--- src/rtl/nasti_burst_master_if.sv ---
// nasti_channel: NASTI (AXI4) channel bundle shared by initiators and targets.
// Parameters: ID_WIDTH, ADDR_WIDTH, DATA_WIDTH, USER_WIDTH.
// Modports:
//   master - drives AW/W/AR payloads and valids, b_ready and r_ready.
//   slave  - the mirror image, used by behavioural targets and benches.
interface nasti_channel #(
  parameter int ID_WIDTH   = 1,
  parameter int ADDR_WIDTH = 16,
  parameter int DATA_WIDTH = 128,
  parameter int USER_WIDTH = 1
);

  // Write address channel
  logic                    aw_valid;
  logic                    aw_ready;
  logic [ID_WIDTH-1:0]     aw_id;
  logic [ADDR_WIDTH-1:0]   aw_addr;
  logic [7:0]              aw_len;
  logic [2:0]              aw_size;
  logic [1:0]              aw_burst;
  logic                    aw_lock;
  logic [3:0]              aw_cache;
  logic [2:0]              aw_prot;
  logic [3:0]              aw_qos;
  logic [3:0]              aw_region;
  logic [USER_WIDTH-1:0]   aw_user;

  // Write data channel
  logic                    w_valid;
  logic                    w_ready;
  logic [DATA_WIDTH-1:0]   w_data;
  logic [DATA_WIDTH/8-1:0] w_strb;
  logic                    w_last;
  logic [USER_WIDTH-1:0]   w_user;

  // Write response channel
  logic                    b_valid;
  logic                    b_ready;
  logic [ID_WIDTH-1:0]     b_id;
  logic [1:0]              b_resp;
  logic [USER_WIDTH-1:0]   b_user;

  // Read address channel
  logic                    ar_valid;
  logic                    ar_ready;
  logic [ID_WIDTH-1:0]     ar_id;
  logic [ADDR_WIDTH-1:0]   ar_addr;
  logic [7:0]              ar_len;
  logic [2:0]              ar_size;
  logic [1:0]              ar_burst;
  logic                    ar_lock;
  logic [3:0]              ar_cache;
  logic [2:0]              ar_prot;
  logic [3:0]              ar_qos;
  logic [3:0]              ar_region;
  logic [USER_WIDTH-1:0]   ar_user;

  // Read data channel
  logic                    r_valid;
  logic                    r_ready;
  logic [ID_WIDTH-1:0]     r_id;
  logic [DATA_WIDTH-1:0]   r_data;
  logic [1:0]              r_resp;
  logic                    r_last;
  logic [USER_WIDTH-1:0]   r_user;

  modport master (
    output aw_valid, aw_id, aw_addr, aw_len, aw_size, aw_burst, aw_lock,
           aw_cache, aw_prot, aw_qos, aw_region, aw_user,
    input  aw_ready,
    output w_valid, w_data, w_strb, w_last, w_user,
    input  w_ready,
    input  b_valid, b_id, b_resp, b_user,
    output b_ready,
    output ar_valid, ar_id, ar_addr, ar_len, ar_size, ar_burst, ar_lock,
           ar_cache, ar_prot, ar_qos, ar_region, ar_user,
    input  ar_ready,
    input  r_valid, r_id, r_data, r_resp, r_last, r_user,
    output r_ready
  );

  modport slave (
    input  aw_valid, aw_id, aw_addr, aw_len, aw_size, aw_burst, aw_lock,
           aw_cache, aw_prot, aw_qos, aw_region, aw_user,
    output aw_ready,
    input  w_valid, w_data, w_strb, w_last, w_user,
    output w_ready,
    output b_valid, b_id, b_resp, b_user,
    input  b_ready,
    input  ar_valid, ar_id, ar_addr, ar_len, ar_size, ar_burst, ar_lock,
           ar_cache, ar_prot, ar_qos, ar_region, ar_user,
    output ar_ready,
    output r_valid, r_id, r_data, r_resp, r_last, r_user,
    input  r_ready
  );

endinterface

--- src/rtl/nasti_burst_master.sv ---
// nasti_burst_master: single-outstanding NASTI INCR burst initiator.
// A command (cmd_*) becomes one read or one write burst. Write beats flow
// combinationally from wd_* onto W, read beats flow from R onto rd_*, and a
// single done_valid pulse with done_resp reports the outcome.
// Ports:
//   clk, rst             clock, asynchronous active-high reset
//   cmd_valid/ready      command handshake; cmd_write, cmd_addr, cmd_len
//   wd_valid/ready       write-data stream; wd_data, wd_strb
//   rd_valid/ready       read-data stream; rd_data, rd_last
//   done_valid           one-cycle completion pulse with done_resp
//   busy                 high whenever a command is in flight
//   nasti                NASTI master modport
module nasti_burst_master #(
  parameter int ID_WIDTH   = 1,
  parameter int ADDR_WIDTH = 16,
  parameter int DATA_WIDTH = 128,
  parameter int USER_WIDTH = 1,
  parameter int ID_VALUE   = 0
) (
  input  logic                    clk,
  input  logic                    rst,
  input  logic                    cmd_valid,
  output logic                    cmd_ready,
  input  logic                    cmd_write,
  input  logic [ADDR_WIDTH-1:0]   cmd_addr,
  input  logic [7:0]              cmd_len,
  input  logic                    wd_valid,
  output logic                    wd_ready,
  input  logic [DATA_WIDTH-1:0]   wd_data,
  input  logic [DATA_WIDTH/8-1:0] wd_strb,
  output logic                    rd_valid,
  input  logic                    rd_ready,
  output logic [DATA_WIDTH-1:0]   rd_data,
  output logic                    rd_last,
  output logic                    done_valid,
  output logic [1:0]              done_resp,
  output logic                    busy,
  nasti_channel.master            nasti
);

  localparam int SIZE = $clog2(DATA_WIDTH / 8);
  localparam logic [ADDR_WIDTH-1:0] ADDR_MASK =
    ~((ADDR_WIDTH'(1) << SIZE) - ADDR_WIDTH'(1));

  typedef enum logic [2:0] {IDLE, AW, W, B, AR, R, DONE} state_t;

  state_t                  state_q, state_d;
  logic [ADDR_WIDTH-1:0]   addr_q;
  logic [7:0]              len_q;
  logic [7:0]              cnt_q;
  logic [1:0]              resp_q;
  logic [1:0]              r_resp_next;
  logic                    aw_valid_q, ar_valid_q;
  logic                    cmd_fire, aw_fire, ar_fire, w_fire, b_fire, r_fire;
  logic                    last_beat;
  logic [31:0]             page_span_end;
  logic                    unused_inputs;

  assign cmd_fire  = cmd_valid && cmd_ready;
  assign aw_fire   = aw_valid_q && nasti.aw_ready;
  assign ar_fire   = ar_valid_q && nasti.ar_ready;
  assign w_fire    = (state_q == W) && wd_valid && nasti.w_ready;
  assign b_fire    = (state_q == B) && nasti.b_valid;
  assign r_fire    = (state_q == R) && nasti.r_valid && rd_ready;
  assign last_beat = (cnt_q == len_q);

  // State register; reset abandons any burst in progress.
  always_ff @(posedge clk or posedge rst) begin
    if (rst) state_q <= IDLE;
    else     state_q <= state_d;
  end

  // Next-state logic and the stream/status outputs that depend on state.
  // cmd_ready also looks at rst so it reads 0 throughout reset.
  always_comb begin
    state_d    = state_q;
    cmd_ready  = (state_q == IDLE) && !rst;
    busy       = (state_q != IDLE);
    done_valid = (state_q == DONE);
    wd_ready   = (state_q == W) && nasti.w_ready;
    rd_valid   = (state_q == R) && nasti.r_valid;
    rd_last    = (state_q == R) && last_beat;
    unique case (state_q)
      IDLE: if (cmd_fire) state_d = cmd_write ? AW : AR;
      AW:   if (aw_fire) state_d = W;
      W:    if (w_fire && last_beat) state_d = B;
      B:    if (b_fire) state_d = DONE;
      AR:   if (ar_fire) state_d = R;
      R:    if (r_fire && last_beat) state_d = DONE;
      DONE: state_d = IDLE;
      default: state_d = IDLE;
    endcase
  end

  // Read status merge: keep the worst response seen, and flag a protocol
  // error when the slave's r_last disagrees with our own beat count.
  always_comb begin
    r_resp_next = (nasti.r_resp > resp_q) ? nasti.r_resp : resp_q;
    if ((nasti.r_last != last_beat) && (r_resp_next != 2'b11))
      r_resp_next = 2'b10;
  end

  // Command capture, address-valid flags, beat counter and status register.
  always_ff @(posedge clk or posedge rst) begin
    if (rst) begin
      addr_q     <= '0;
      len_q      <= '0;
      cnt_q      <= '0;
      resp_q     <= '0;
      aw_valid_q <= 1'b0;
      ar_valid_q <= 1'b0;
    end else begin
      if (cmd_fire) begin
        addr_q     <= cmd_addr & ADDR_MASK;
        len_q      <= cmd_len;
        cnt_q      <= '0;
        resp_q     <= '0;
        aw_valid_q <= cmd_write;
        ar_valid_q <= !cmd_write;
      end
      if (aw_fire) aw_valid_q <= 1'b0;
      if (ar_fire) ar_valid_q <= 1'b0;
      if (w_fire || r_fire) cnt_q <= cnt_q + 8'd1;
      if (b_fire) resp_q <= nasti.b_resp;
      if (r_fire) resp_q <= r_resp_next;
    end
  end

  // Bursts are never split, so a command crossing a 4 KB page is a caller bug.
  assign page_span_end = 32'(12'(cmd_addr & ADDR_MASK))
                       + ((32'(cmd_len) + 32'd1) << SIZE);

  always @(posedge clk) begin
    if (!rst && cmd_fire) assert (page_span_end <= 32'h1000);
  end

  assign done_resp = resp_q;
  assign rd_data   = nasti.r_data;

  assign nasti.aw_valid  = aw_valid_q;
  assign nasti.aw_id     = ID_WIDTH'(ID_VALUE);
  assign nasti.aw_addr   = addr_q;
  assign nasti.aw_len    = len_q;
  assign nasti.aw_size   = 3'(SIZE);
  assign nasti.aw_burst  = 2'b01;
  assign nasti.aw_lock   = 1'b0;
  assign nasti.aw_cache  = '0;
  assign nasti.aw_prot   = '0;
  assign nasti.aw_qos    = '0;
  assign nasti.aw_region = '0;
  assign nasti.aw_user   = '0;

  assign nasti.w_valid = (state_q == W) && wd_valid;
  assign nasti.w_data  = wd_data;
  assign nasti.w_strb  = wd_strb;
  assign nasti.w_last  = (state_q == W) && last_beat;
  assign nasti.w_user  = '0;

  assign nasti.b_ready = (state_q == B);

  assign nasti.ar_valid  = ar_valid_q;
  assign nasti.ar_id     = ID_WIDTH'(ID_VALUE);
  assign nasti.ar_addr   = addr_q;
  assign nasti.ar_len    = len_q;
  assign nasti.ar_size   = 3'(SIZE);
  assign nasti.ar_burst  = 2'b01;
  assign nasti.ar_lock   = 1'b0;
  assign nasti.ar_cache  = '0;
  assign nasti.ar_prot   = '0;
  assign nasti.ar_qos    = '0;
  assign nasti.ar_region = '0;
  assign nasti.ar_user   = '0;

  assign nasti.r_ready = (state_q == R) && rd_ready;

  // Only one transaction is ever outstanding, so response IDs and user bits
  // carry no information for us.
  assign unused_inputs = ^{nasti.b_id, nasti.b_user, nasti.r_id, nasti.r_user};

endmodule
--- src/flat_wrapper.sv ---
// flat-port wrapper written by rule: the top's interface ports become plain ports
module nasti_burst_master_flat 
#(
  parameter int ID_WIDTH   = 1,
  parameter int ADDR_WIDTH = 16,
  parameter int DATA_WIDTH = 128,
  parameter int USER_WIDTH = 1,
  parameter int ID_VALUE   = 0
)
  (clk, rst, cmd_valid, cmd_ready, cmd_write, cmd_addr, cmd_len, wd_valid, wd_ready, wd_data, wd_strb, rd_valid, rd_ready, rd_data, rd_last, done_valid, done_resp, busy, nasti_aw_valid, nasti_aw_id, nasti_aw_addr, nasti_aw_len, nasti_aw_size, nasti_aw_burst, nasti_aw_lock, nasti_aw_cache, nasti_aw_prot, nasti_aw_qos, nasti_aw_region, nasti_aw_user, nasti_aw_ready, nasti_w_valid, nasti_w_data, nasti_w_strb, nasti_w_last, nasti_w_user, nasti_w_ready, nasti_b_valid, nasti_b_id, nasti_b_resp, nasti_b_user, nasti_b_ready, nasti_ar_valid, nasti_ar_id, nasti_ar_addr, nasti_ar_len, nasti_ar_size, nasti_ar_burst, nasti_ar_lock, nasti_ar_cache, nasti_ar_prot, nasti_ar_qos, nasti_ar_region, nasti_ar_user, nasti_ar_ready, nasti_r_valid, nasti_r_id, nasti_r_data, nasti_r_resp, nasti_r_last, nasti_r_user, nasti_r_ready);
  nasti_channel #(.ID_WIDTH(ID_WIDTH), .ADDR_WIDTH(ADDR_WIDTH), .DATA_WIDTH(DATA_WIDTH), .USER_WIDTH(USER_WIDTH)) nasti_i ();
  input  logic clk;
  input  logic rst;
  input  logic cmd_valid;
  output logic cmd_ready;
  input  logic cmd_write;
  input  logic [ADDR_WIDTH-1:0] cmd_addr;
  input  logic [7:0] cmd_len;
  input  logic wd_valid;
  output logic wd_ready;
  input  logic [DATA_WIDTH-1:0] wd_data;
  input  logic [DATA_WIDTH/8-1:0] wd_strb;
  output logic rd_valid;
  input  logic rd_ready;
  output logic [DATA_WIDTH-1:0] rd_data;
  output logic rd_last;
  output logic done_valid;
  output logic [1:0] done_resp;
  output logic busy;
  output wire logic [$bits(nasti_i.aw_valid)-1:0] nasti_aw_valid;
  output wire logic [$bits(nasti_i.aw_id)-1:0] nasti_aw_id;
  output wire logic [$bits(nasti_i.aw_addr)-1:0] nasti_aw_addr;
  output wire logic [$bits(nasti_i.aw_len)-1:0] nasti_aw_len;
  output wire logic [$bits(nasti_i.aw_size)-1:0] nasti_aw_size;
  output wire logic [$bits(nasti_i.aw_burst)-1:0] nasti_aw_burst;
  output wire logic [$bits(nasti_i.aw_lock)-1:0] nasti_aw_lock;
  output wire logic [$bits(nasti_i.aw_cache)-1:0] nasti_aw_cache;
  output wire logic [$bits(nasti_i.aw_prot)-1:0] nasti_aw_prot;
  output wire logic [$bits(nasti_i.aw_qos)-1:0] nasti_aw_qos;
  output wire logic [$bits(nasti_i.aw_region)-1:0] nasti_aw_region;
  output wire logic [$bits(nasti_i.aw_user)-1:0] nasti_aw_user;
  input wire logic [$bits(nasti_i.aw_ready)-1:0] nasti_aw_ready;
  output wire logic [$bits(nasti_i.w_valid)-1:0] nasti_w_valid;
  output wire logic [$bits(nasti_i.w_data)-1:0] nasti_w_data;
  output wire logic [$bits(nasti_i.w_strb)-1:0] nasti_w_strb;
  output wire logic [$bits(nasti_i.w_last)-1:0] nasti_w_last;
  output wire logic [$bits(nasti_i.w_user)-1:0] nasti_w_user;
  input wire logic [$bits(nasti_i.w_ready)-1:0] nasti_w_ready;
  input wire logic [$bits(nasti_i.b_valid)-1:0] nasti_b_valid;
  input wire logic [$bits(nasti_i.b_id)-1:0] nasti_b_id;
  input wire logic [$bits(nasti_i.b_resp)-1:0] nasti_b_resp;
  input wire logic [$bits(nasti_i.b_user)-1:0] nasti_b_user;
  output wire logic [$bits(nasti_i.b_ready)-1:0] nasti_b_ready;
  output wire logic [$bits(nasti_i.ar_valid)-1:0] nasti_ar_valid;
  output wire logic [$bits(nasti_i.ar_id)-1:0] nasti_ar_id;
  output wire logic [$bits(nasti_i.ar_addr)-1:0] nasti_ar_addr;
  output wire logic [$bits(nasti_i.ar_len)-1:0] nasti_ar_len;
  output wire logic [$bits(nasti_i.ar_size)-1:0] nasti_ar_size;
  output wire logic [$bits(nasti_i.ar_burst)-1:0] nasti_ar_burst;
  output wire logic [$bits(nasti_i.ar_lock)-1:0] nasti_ar_lock;
  output wire logic [$bits(nasti_i.ar_cache)-1:0] nasti_ar_cache;
  output wire logic [$bits(nasti_i.ar_prot)-1:0] nasti_ar_prot;
  output wire logic [$bits(nasti_i.ar_qos)-1:0] nasti_ar_qos;
  output wire logic [$bits(nasti_i.ar_region)-1:0] nasti_ar_region;
  output wire logic [$bits(nasti_i.ar_user)-1:0] nasti_ar_user;
  input wire logic [$bits(nasti_i.ar_ready)-1:0] nasti_ar_ready;
  input wire logic [$bits(nasti_i.r_valid)-1:0] nasti_r_valid;
  input wire logic [$bits(nasti_i.r_id)-1:0] nasti_r_id;
  input wire logic [$bits(nasti_i.r_data)-1:0] nasti_r_data;
  input wire logic [$bits(nasti_i.r_resp)-1:0] nasti_r_resp;
  input wire logic [$bits(nasti_i.r_last)-1:0] nasti_r_last;
  input wire logic [$bits(nasti_i.r_user)-1:0] nasti_r_user;
  output wire logic [$bits(nasti_i.r_ready)-1:0] nasti_r_ready;
  assign nasti_aw_valid = nasti_i.aw_valid;
  assign nasti_aw_id = nasti_i.aw_id;
  assign nasti_aw_addr = nasti_i.aw_addr;
  assign nasti_aw_len = nasti_i.aw_len;
  assign nasti_aw_size = nasti_i.aw_size;
  assign nasti_aw_burst = nasti_i.aw_burst;
  assign nasti_aw_lock = nasti_i.aw_lock;
  assign nasti_aw_cache = nasti_i.aw_cache;
  assign nasti_aw_prot = nasti_i.aw_prot;
  assign nasti_aw_qos = nasti_i.aw_qos;
  assign nasti_aw_region = nasti_i.aw_region;
  assign nasti_aw_user = nasti_i.aw_user;
  assign nasti_i.aw_ready = nasti_aw_ready;
  assign nasti_w_valid = nasti_i.w_valid;
  assign nasti_w_data = nasti_i.w_data;
  assign nasti_w_strb = nasti_i.w_strb;
  assign nasti_w_last = nasti_i.w_last;
  assign nasti_w_user = nasti_i.w_user;
  assign nasti_i.w_ready = nasti_w_ready;
  assign nasti_i.b_valid = nasti_b_valid;
  assign nasti_i.b_id = nasti_b_id;
  assign nasti_i.b_resp = nasti_b_resp;
  assign nasti_i.b_user = nasti_b_user;
  assign nasti_b_ready = nasti_i.b_ready;
  assign nasti_ar_valid = nasti_i.ar_valid;
  assign nasti_ar_id = nasti_i.ar_id;
  assign nasti_ar_addr = nasti_i.ar_addr;
  assign nasti_ar_len = nasti_i.ar_len;
  assign nasti_ar_size = nasti_i.ar_size;
  assign nasti_ar_burst = nasti_i.ar_burst;
  assign nasti_ar_lock = nasti_i.ar_lock;
  assign nasti_ar_cache = nasti_i.ar_cache;
  assign nasti_ar_prot = nasti_i.ar_prot;
  assign nasti_ar_qos = nasti_i.ar_qos;
  assign nasti_ar_region = nasti_i.ar_region;
  assign nasti_ar_user = nasti_i.ar_user;
  assign nasti_i.ar_ready = nasti_ar_ready;
  assign nasti_i.r_valid = nasti_r_valid;
  assign nasti_i.r_id = nasti_r_id;
  assign nasti_i.r_data = nasti_r_data;
  assign nasti_i.r_resp = nasti_r_resp;
  assign nasti_i.r_last = nasti_r_last;
  assign nasti_i.r_user = nasti_r_user;
  assign nasti_r_ready = nasti_i.r_ready;
  nasti_burst_master #(.ID_WIDTH(ID_WIDTH), .ADDR_WIDTH(ADDR_WIDTH), .DATA_WIDTH(DATA_WIDTH), .USER_WIDTH(USER_WIDTH), .ID_VALUE(ID_VALUE)) u_core (.clk(clk), .rst(rst), .cmd_valid(cmd_valid), .cmd_ready(cmd_ready), .cmd_write(cmd_write), .cmd_addr(cmd_addr), .cmd_len(cmd_len), .wd_valid(wd_valid), .wd_ready(wd_ready), .wd_data(wd_data), .wd_strb(wd_strb), .rd_valid(rd_valid), .rd_ready(rd_ready), .rd_data(rd_data), .rd_last(rd_last), .done_valid(done_valid), .done_resp(done_resp), .busy(busy), .nasti(nasti_i));
endmodule
--- config.mk ---
export PLATFORM = sky130hd
export DESIGN_NAME = nasti_burst_master_flat
export DESIGN_NICKNAME = d
export VERILOG_FILES = /design/src/rtl/nasti_burst_master_if.sv /design/src/rtl/nasti_burst_master.sv /design/src/flat_wrapper.sv
export SDC_FILE = /design/constraint.sdc
export NUM_CORES = 1
export LEC_CHECK = 0
export ABC_AREA = 1
export CAP_MARGIN = 20
export CORE_AREA = 3 3 269 271
export CTS_BUF_LIST = sky130_fd_sc_hd__clkbuf_8
export DETAILED_ROUTE_END_ITERATION = 7
export DIE_AREA = 0 0 272 274
export GPL_TIMING_DRIVEN = 0
export PLACE_DENSITY = 0.41
export SLEW_MARGIN = 20
export SYNTH_ARGS = -nofsm -noshare
export SYNTH_HDL_FRONTEND = slang
export SYNTH_SLANG_ARGS = --single-unit
--- constraint.sdc ---
create_clock -name clk -period 1.62 [get_ports clk]
set_clock_uncertainty 0.2 [all_clocks]
set_input_delay 0.324 -clock clk [delete_from_list [all_inputs] [get_ports clk]]
set_output_delay 0.324 -clock clk [all_outputs]
set_load 0.01 [all_outputs]
==> results of run 1 <==
==> placed cells by master, fill, tap and decap left out, drive strengths merged <==
cell	netlist	routed
a21oi	9	9
buf	351	470
bufinv	0	1
clkbuf	0	12
clkdlybuf4s15	0	11
clkdlybuf4s50	0	307
clkinv	0	3
conb	2	55
dfrtp	35	35
diode	0	2
ha	4	4
inv	35	34
nand2	103	103
nand3	15	15
nand4	3	3
nor2	22	22
nor3	4	4
nor4	1	1
o21a	1	1
o21ai	12	12
o22ai	1	1
o31ai	1	1
o32ai	2	2
xnor2	5	5
==> per-layer routing <==
metal / part of all wire, % / vias up / track usage (%)
met5: 0.035 / - / 0
met4: 1.3 / 2 / 1.82
met3: 8.2 / 19 / 1.93
met2: 56 / 333 / 11.2
met1: 34 / 2318 / 6.28
li1: - / 2472 / -
==> cell type report <==
class / count / area (um2)
repair buffers: 449 / 4550
inverters: 35 / 164
well taps: 940 / 1180
flip-flops and latches: 35 / 891
clock inverters: 3 / 43.8
diodes: 2 / 5.00
fillers: 7900 / 58900
plain buffers: 346 / 2700
multi-input cells: 238 / 1490
clock buffers: 5 / 68.8
==> repair_timing <==
item                                    4_1_cts  5_1_grt
pin swaps                                    27       26
gates cloned                                  1        3
hold buffers                                  0        0
buffers inserted                             61       28
gates resized for setup                     339      114
endpoints found under the setup margin       89       77
==> cells by family (layout without fill, tap and decap cells) <==
kind of cell | Yosys count | in the layout
AO/OA/AOI/OAI | 26 | 26
XOR/XNOR | 5 | 5
adder cells (fa/ha/maj) | 4 | 4
buffers and inverters | 386 | 838
flip-flops | 35 | 35
other | 2 | 57
AND/OR/NAND/NOR | 148 | 148
==> stage by stage <==
stage	instances	instance area (um2)	TNS (ns)	hold slack (ns)	setup slack (ns)
detailed placement	1961	9530	-35.48	0.293	-1.02
global placement	1960	9500	-78.21	0.284	-1.23
CTS	2029	10500	-14.43	0.234	-0.589
global route	2052	11100	-19.53	0.268	-0.670
floorplan	659	4710	-0.203	0.241	-0.0532
finish	2053	11100	-14.00	0.292	-0.470
==> final timing paths <==
| kind | startpoint | end | slack (ns) | cells after the start |
|---|---|---|---|---|
| min in group clk | cmd_addr[7] | u_core.nasti.ar_addr[7] | 0.31 | 3 |
| hold reg to reg | u_core.nasti.ar_addr[7] | u_core.nasti.ar_addr[7] | 0.33 | 2 |
| setup / recovery | u_core.nasti.ar_len[2] | nasti_w_last | -0.47 | 6 |
| hold / removal | rst | u_core.nasti.aw_valid | 0.29 | 2 |
| max in group asynchronous | rst | u_core.nasti.ar_len[2] | 0.36 | 3 |
| setup reg to reg | u_core.nasti.ar_len[5] | u_core.state_q[0] | -0.43 | 16 |
==> power by group through the flow <==
stage          Clock [mW]  Sequential, mW  Combinational [mW]
2_1_floorplan           0            1.68                2.34
3_3_place_gp            0            1.80                4.89
3_5_place_dp            0            1.81                4.87
4_1_cts              1.05            1.67                6.75
5_1_grt              1.07            1.75                8.32
6_report            0.934            1.68                7.77
==> state kept, by name (all words and copies together), names as in the netlist <==
register	count
u_core.done_resp	2
u_core.nasti.ar_valid	1
u_core.state_q	3
u_core.nasti.ar_addr	12
u_core.cnt_q	8
u_core.nasti.ar_len	8
u_core.nasti.aw_valid	1
==> results.yml, run 1 <==
logic_synthesis:
  ys_top_cells_by_area: "buf_4 (58%), dfrtp_1 (19%), nand2_1 (8.4%), inv_1 (2.6%), nor2_1 (1.7%)"
  ys.flop_type: "dfrtp_1"
  ys_types: 26
  ys_warn_count: 0
  synthAdderAreaFrac_pct: 1.11
  synth_compound_area_share_pct: 3.19
  yosys.area_share.simple_pct: 13.8
  ys_seq_area_share_pct: 19.4
  synth_edf_count: 0
  synth_top_cell_area_share_pct: 57.8
  synth_seq_cells: 35
  yosysMostFrequentCell: "buf_4"
  yosys-top-cells-count: "buf_4 (347), nand2_1 (101), dfrtp_1 (35)"
  synth_top_cell_by_area: "buf_4"
  synth_area_um2: 4500
  synthMuxAreaShare_pct: 0
  async_flop_share_pct: 100
  synth_xor_area_share_pct: 0.972
  avgSynthCellArea_um2: 7.43
  synthCells: 606
  synth_top_family_by_area: "buffers and inverters"
floorplan:
  row_count: 97
  dieArea_um2: 74500
  die_y_um: 274
  core_um2: 70000
  start_util_pct: 6.43
  die_w_um: 272
  io_pins: 697
sta:
  slew_headroom_pct: 58.1
  timing.fmax_mhz: 479
  slew_violations: 0
  final_hold_viol_count: 0
  layout_setup_ws_ns: -0.470
  period_share_pct: 129
  period_needed_ns: 2.09
  finalSetupViolCount: 64
  grt_setup_unrepaired: "true"
  worst_pin_slew_ns: 0.627
clock_network:
  path_clk_slew_ns: 0.09
  cts_buffer_depth: 2
  cts-htree-levels: 2
  root_buffer: "clkbuf_8"
  cts_made_buffers: 5
  cts.sinks: 35
  insertion_delay_ns: 0.35
  cts_tree: "built"
final_layout:
  drive_gt1_share_pct: 53.4
  finalNetCount: 1430
  syn_to_final_growth_pct: 146
  fin_util_pct: 15.8
status:
  violations: "negative setup slack"
  status: "finished, violations left"
power:
  peakVddDrop_uv: 464
  power.leakage_nw: 5.11
  power_mw: 10.4
  p_seq_share_pct: 16.2
  p_clk_share_pct: 9.0
  p_int_mw: 6.30
  combPwrFrac_pct: 74.8
  p_per_area_nw_per_um2: 937
  swShare_pct: 39.3
  p_switching_mw: 4.09
worst_setup_path:
  setup.worst_path.end_class: "output pin"
  cp.required_ns: 1.10
  cpMaxStageDelayCell: "dfrtp_2"
  path_buf_inv: 1
  cp_cell_sequence: "xnor2_2, nand2_2, nor2_4, nand2_2, nor2_2, buf_2"
  startpoint_type: "register"
  slowest_delay_ns: 0.49
  crit_type: "register to output pin"
  crit_family: "flip-flops"
  cp_max_fo: 3
  cp.arrival_ns: 1.57
  crit_top_cell: "nand2_2"
grt:
  antenna_found_initial: 4
  grt_pass1_vias: 5236
  globalRouteOverflowTotal: 0
  grt_pass1_wl_um: 32400
  grt_max_degree: 22
  grt_use_total_pct: 5.95
drt:
  drtPass1Iterations: 4
  drt-total-wl_um: 25600
  drcViolationCount: 0
  vias: 5144
  drt_iter0_markers: 134
  postRouteAntennaNets: 0
  avgRoutedWirePerCell_um: 12.5
  viasPerCell: 2.51
hold_path:
  holdCritPathClass: "primary input to asynchronous set/reset pin"
placed_design:
  dp_hpwl_um: 20900
  gp_congestion: 0.781
  io_buffers: 361
run:
  drv_cap: 0
(Power assumes the default switching activity.)
==> inputs of run 2 (changes only) <==
CAP_MARGIN = unset   (was 20)
==> results of run 2 <==
Same layout as run 1: the final DEF is identical, and so are final timing and power.
==> inputs of run 3 (changes only) <==
ABC_AREA = unset   (was 1)
CORE_AREA = 3 3 270 272   (was 3 3 269 271)
DIE_AREA = 0 0 273 275   (was 0 0 272 274)
==> results.yml, run 3 <==
logic_synthesis:
  ys_top_cells_by_area: "buf_4 (57%), dfrtp_1 (19%), mux2_4 (4.6%), mux2_2 (2.0%), xor2_1 (1.5%)"
  synth_compound_area_share_pct: 4.21
  async_flop_share_pct: 100
  synth_xor_area_share_pct: 1.73
  synth_top_cell_by_area: "buf_4"
  synth_top_family_by_area: "buffers and inverters"
  yosysMostFrequentCell: "buf_4"
  synth_edf_count: 0
  ys.flop_type: "dfrtp_1"
  synth_area_um2: 4550
  ys_warn_count: 0
  yosys.area_share.simple_pct: 6.88
  synthMuxAreaShare_pct: 7.70
  avgSynthCellArea_um2: 8.71
  ys_seq_area_share_pct: 19.3
  synth_top_cell_area_share_pct: 57.3
  synthAdderAreaFrac_pct: 1.10
  yosys-top-cells-count: "buf_4 (347), dfrtp_1 (35), mux2_4 (14)"
  ys_types: 41
  synthCells: 522
  synth_seq_cells: 35
sta:
  slew_headroom_pct: 52.7
  slew_violations: 0
  layout_setup_ws_ns: -0.744
  period_needed_ns: 2.36
  grt_setup_unrepaired: "true"
  timing.fmax_mhz: 423
  finalSetupViolCount: 59
  final_hold_viol_count: 0
  period_share_pct: 146
  fin_setup_tns_ns: -18.20
  worst_pin_slew_ns: 0.708
  hold_ws_ns: 0.303
status:
  status: "finished, violations left"
  violations: "negative setup slack"
worst_setup_path:
  setup.worst_path.end_class: "register"
  crit_top_cell: "buf_6"
  startpoint_type: "register"
  cp-startpoint: "u_core.nasti.ar_len[0]"
  cp_max_fo: 3
  crit_type: "register to register"
  slowest_delay_ns: 0.51
  worstRegToRegCells: 9
  path_depth: 9
  cp.arrival_ns: 2.43
  cpMaxStageDelayCell: "dfrtp_2"
  reg2reg_from: "u_core.nasti.ar_len[0]"
  path_buf_inv: 4
  cp_cell_sequence: "xor2_2, nor4_4, nand2_2, buf_6, buf_4, buf_6, buf_6, mux2_2, a31oi_1"
  crit_family: "flip-flops"
  cp.required_ns: 1.69
final_layout:
  multi_input_area_um2: 1390
  final_common_cell: "buf_4"
  drive_gt1_share_pct: 54.2
  ff_latch_area_um2: 888
  fin_util_pct: 15.0
  layout_common_cells: "buf_4 (353), clkdlybuf4s50_1 (307), buf_6 (94), conb_1 (55), dfrtp_1 (25)"
  syn_to_final_growth_pct: 134
  largest_reg_flops: 12
  nFillCells: 8010
  finalNetCount: 1325
  final_cell_area_um2: 10600
floorplan:
  row_count: 98
  start_util_pct: 6.41
  core_um2: 71000
  die_y_um: 275
  die_w_um: 273
  io_pins: 697
  dieArea_um2: 75100
placed_design:
  dpl_cell_area_um2: 9570
  gp_congestion: 0.757
  dp_hpwl_um: 19700
  io_buffers: 361
drt:
  postRouteAntennaNets: 0
  vias: 4662
  drt_iter0_markers: 54
  drcViolationCount: 0
  avgRoutedWirePerCell_um: 12.3
  drt-total-wl_um: 24100
  viasPerCell: 2.38
  drtPass1Iterations: 4
grt:
  grt_pass1_wl_um: 31200
  met2_usage_pct: 10.2
  grt_pass1_vias: 4801
  grt_use_total_pct: 5.77
  grt.busiest_layer: "met2"
  grt_max_degree: 36
  globalRouteOverflowTotal: 0
  antenna_found_initial: 1
  grtUsageMet3_pct: 1.48
  met1_usage_pct: 6.82
clock_network:
  cts.sinks: 35
  root_buffer: "clkbuf_8"
  cts_hold_buf: 0
  cts_buffer_depth: 2
  cts-htree-levels: 2
  cts_made_buffers: 5
  insertion_delay_ns: 0.36
  path_clk_slew_ns: 0.12
  cts_tree: "built"
power:
  power_mw: 9.84
  power.leakage_nw: 4.83
  peakVddDrop_uv: 429
  p_per_area_nw_per_um2: 924
run:
  drv_cap: 0
hold_path:
  holdCritPathClass: "primary input to asynchronous set/reset pin"
run 3: per-stage QoR:
step,setup WS (ns),std cells
floorplan,-0.294,575
detailed placement,-1.22,1886
finish,-0.744,1957
CTS,-0.862,1954
global placement,-1.41,1886
global route,-0.865,1957
run 3: worst paths after layout:
path	end	slack, ns
max	u_core.state_q[0]	-0.74
max reg2reg	u_core.state_q[0]	-0.74
max in group asynchronous	u_core.nasti.ar_len[3]	0.43
min in group clk	u_core.nasti.aw_valid	0.32
min reg2reg	u_core.nasti.aw_valid	0.32
min	u_core.nasti.ar_valid	0.30
run 3: worst register-to-register path: stages, from the launching register on:
cell and delay, ns:
dfrtp_2 0.51, xor2_2 0.20, nor4_4 0.30, nand2_2 0.12
buf_6 0.15, buf_4 0.13, buf_6 0.12, buf_6 0.11
mux2_2 0.27, a31oi_1 0.18
run 3: where the power goes:
group | internal (mW) | switching [mW] | total [mW]
Combinational | 4.51 | 2.58 | 7.09
Sequential | 1.26 | 0.483 | 1.74
Clock | 0.470 | 0.535 | 1.00
run 3: layout make-up:
cell class / count / area share [%]
well taps: 950 / 11.2
plain buffers: 340 / 24.5
repair buffers: 437 / 41.6
diodes: 1 / 0.0235
clock buffers: 5 / 0.646
flip-flops and latches: 35 / 8.34
inverters: 5 / 0.223
multi-input cells: 181 / 13.0
clock inverters: 3 / 0.446
run 3: repair_timing:
item,4_1_cts,5_1_grt
pin swaps,9,16
buffers inserted,66,21
gates resized for setup,311,85
gates cloned,2,1
endpoints found under the setup margin,88,78
run 3: layer usage:
layer / part of all wire [%] / vias to the layer above
li1: - / 2236
met5: 0 / -
met4: 1.9 / 0
met3: 7.9 / 17
met1: 38 / 2099
met2: 52 / 310
run 3: cells by family after synthesis:
kind of cell               Yosys count
AOI/OAI and AO/OA                   30
and+or+nand+nor                     56
xor gates and xnor gates             9
adders and majority gates            4
other                                2
DFF                                 35
muxes                               27
buffers and inverters              359
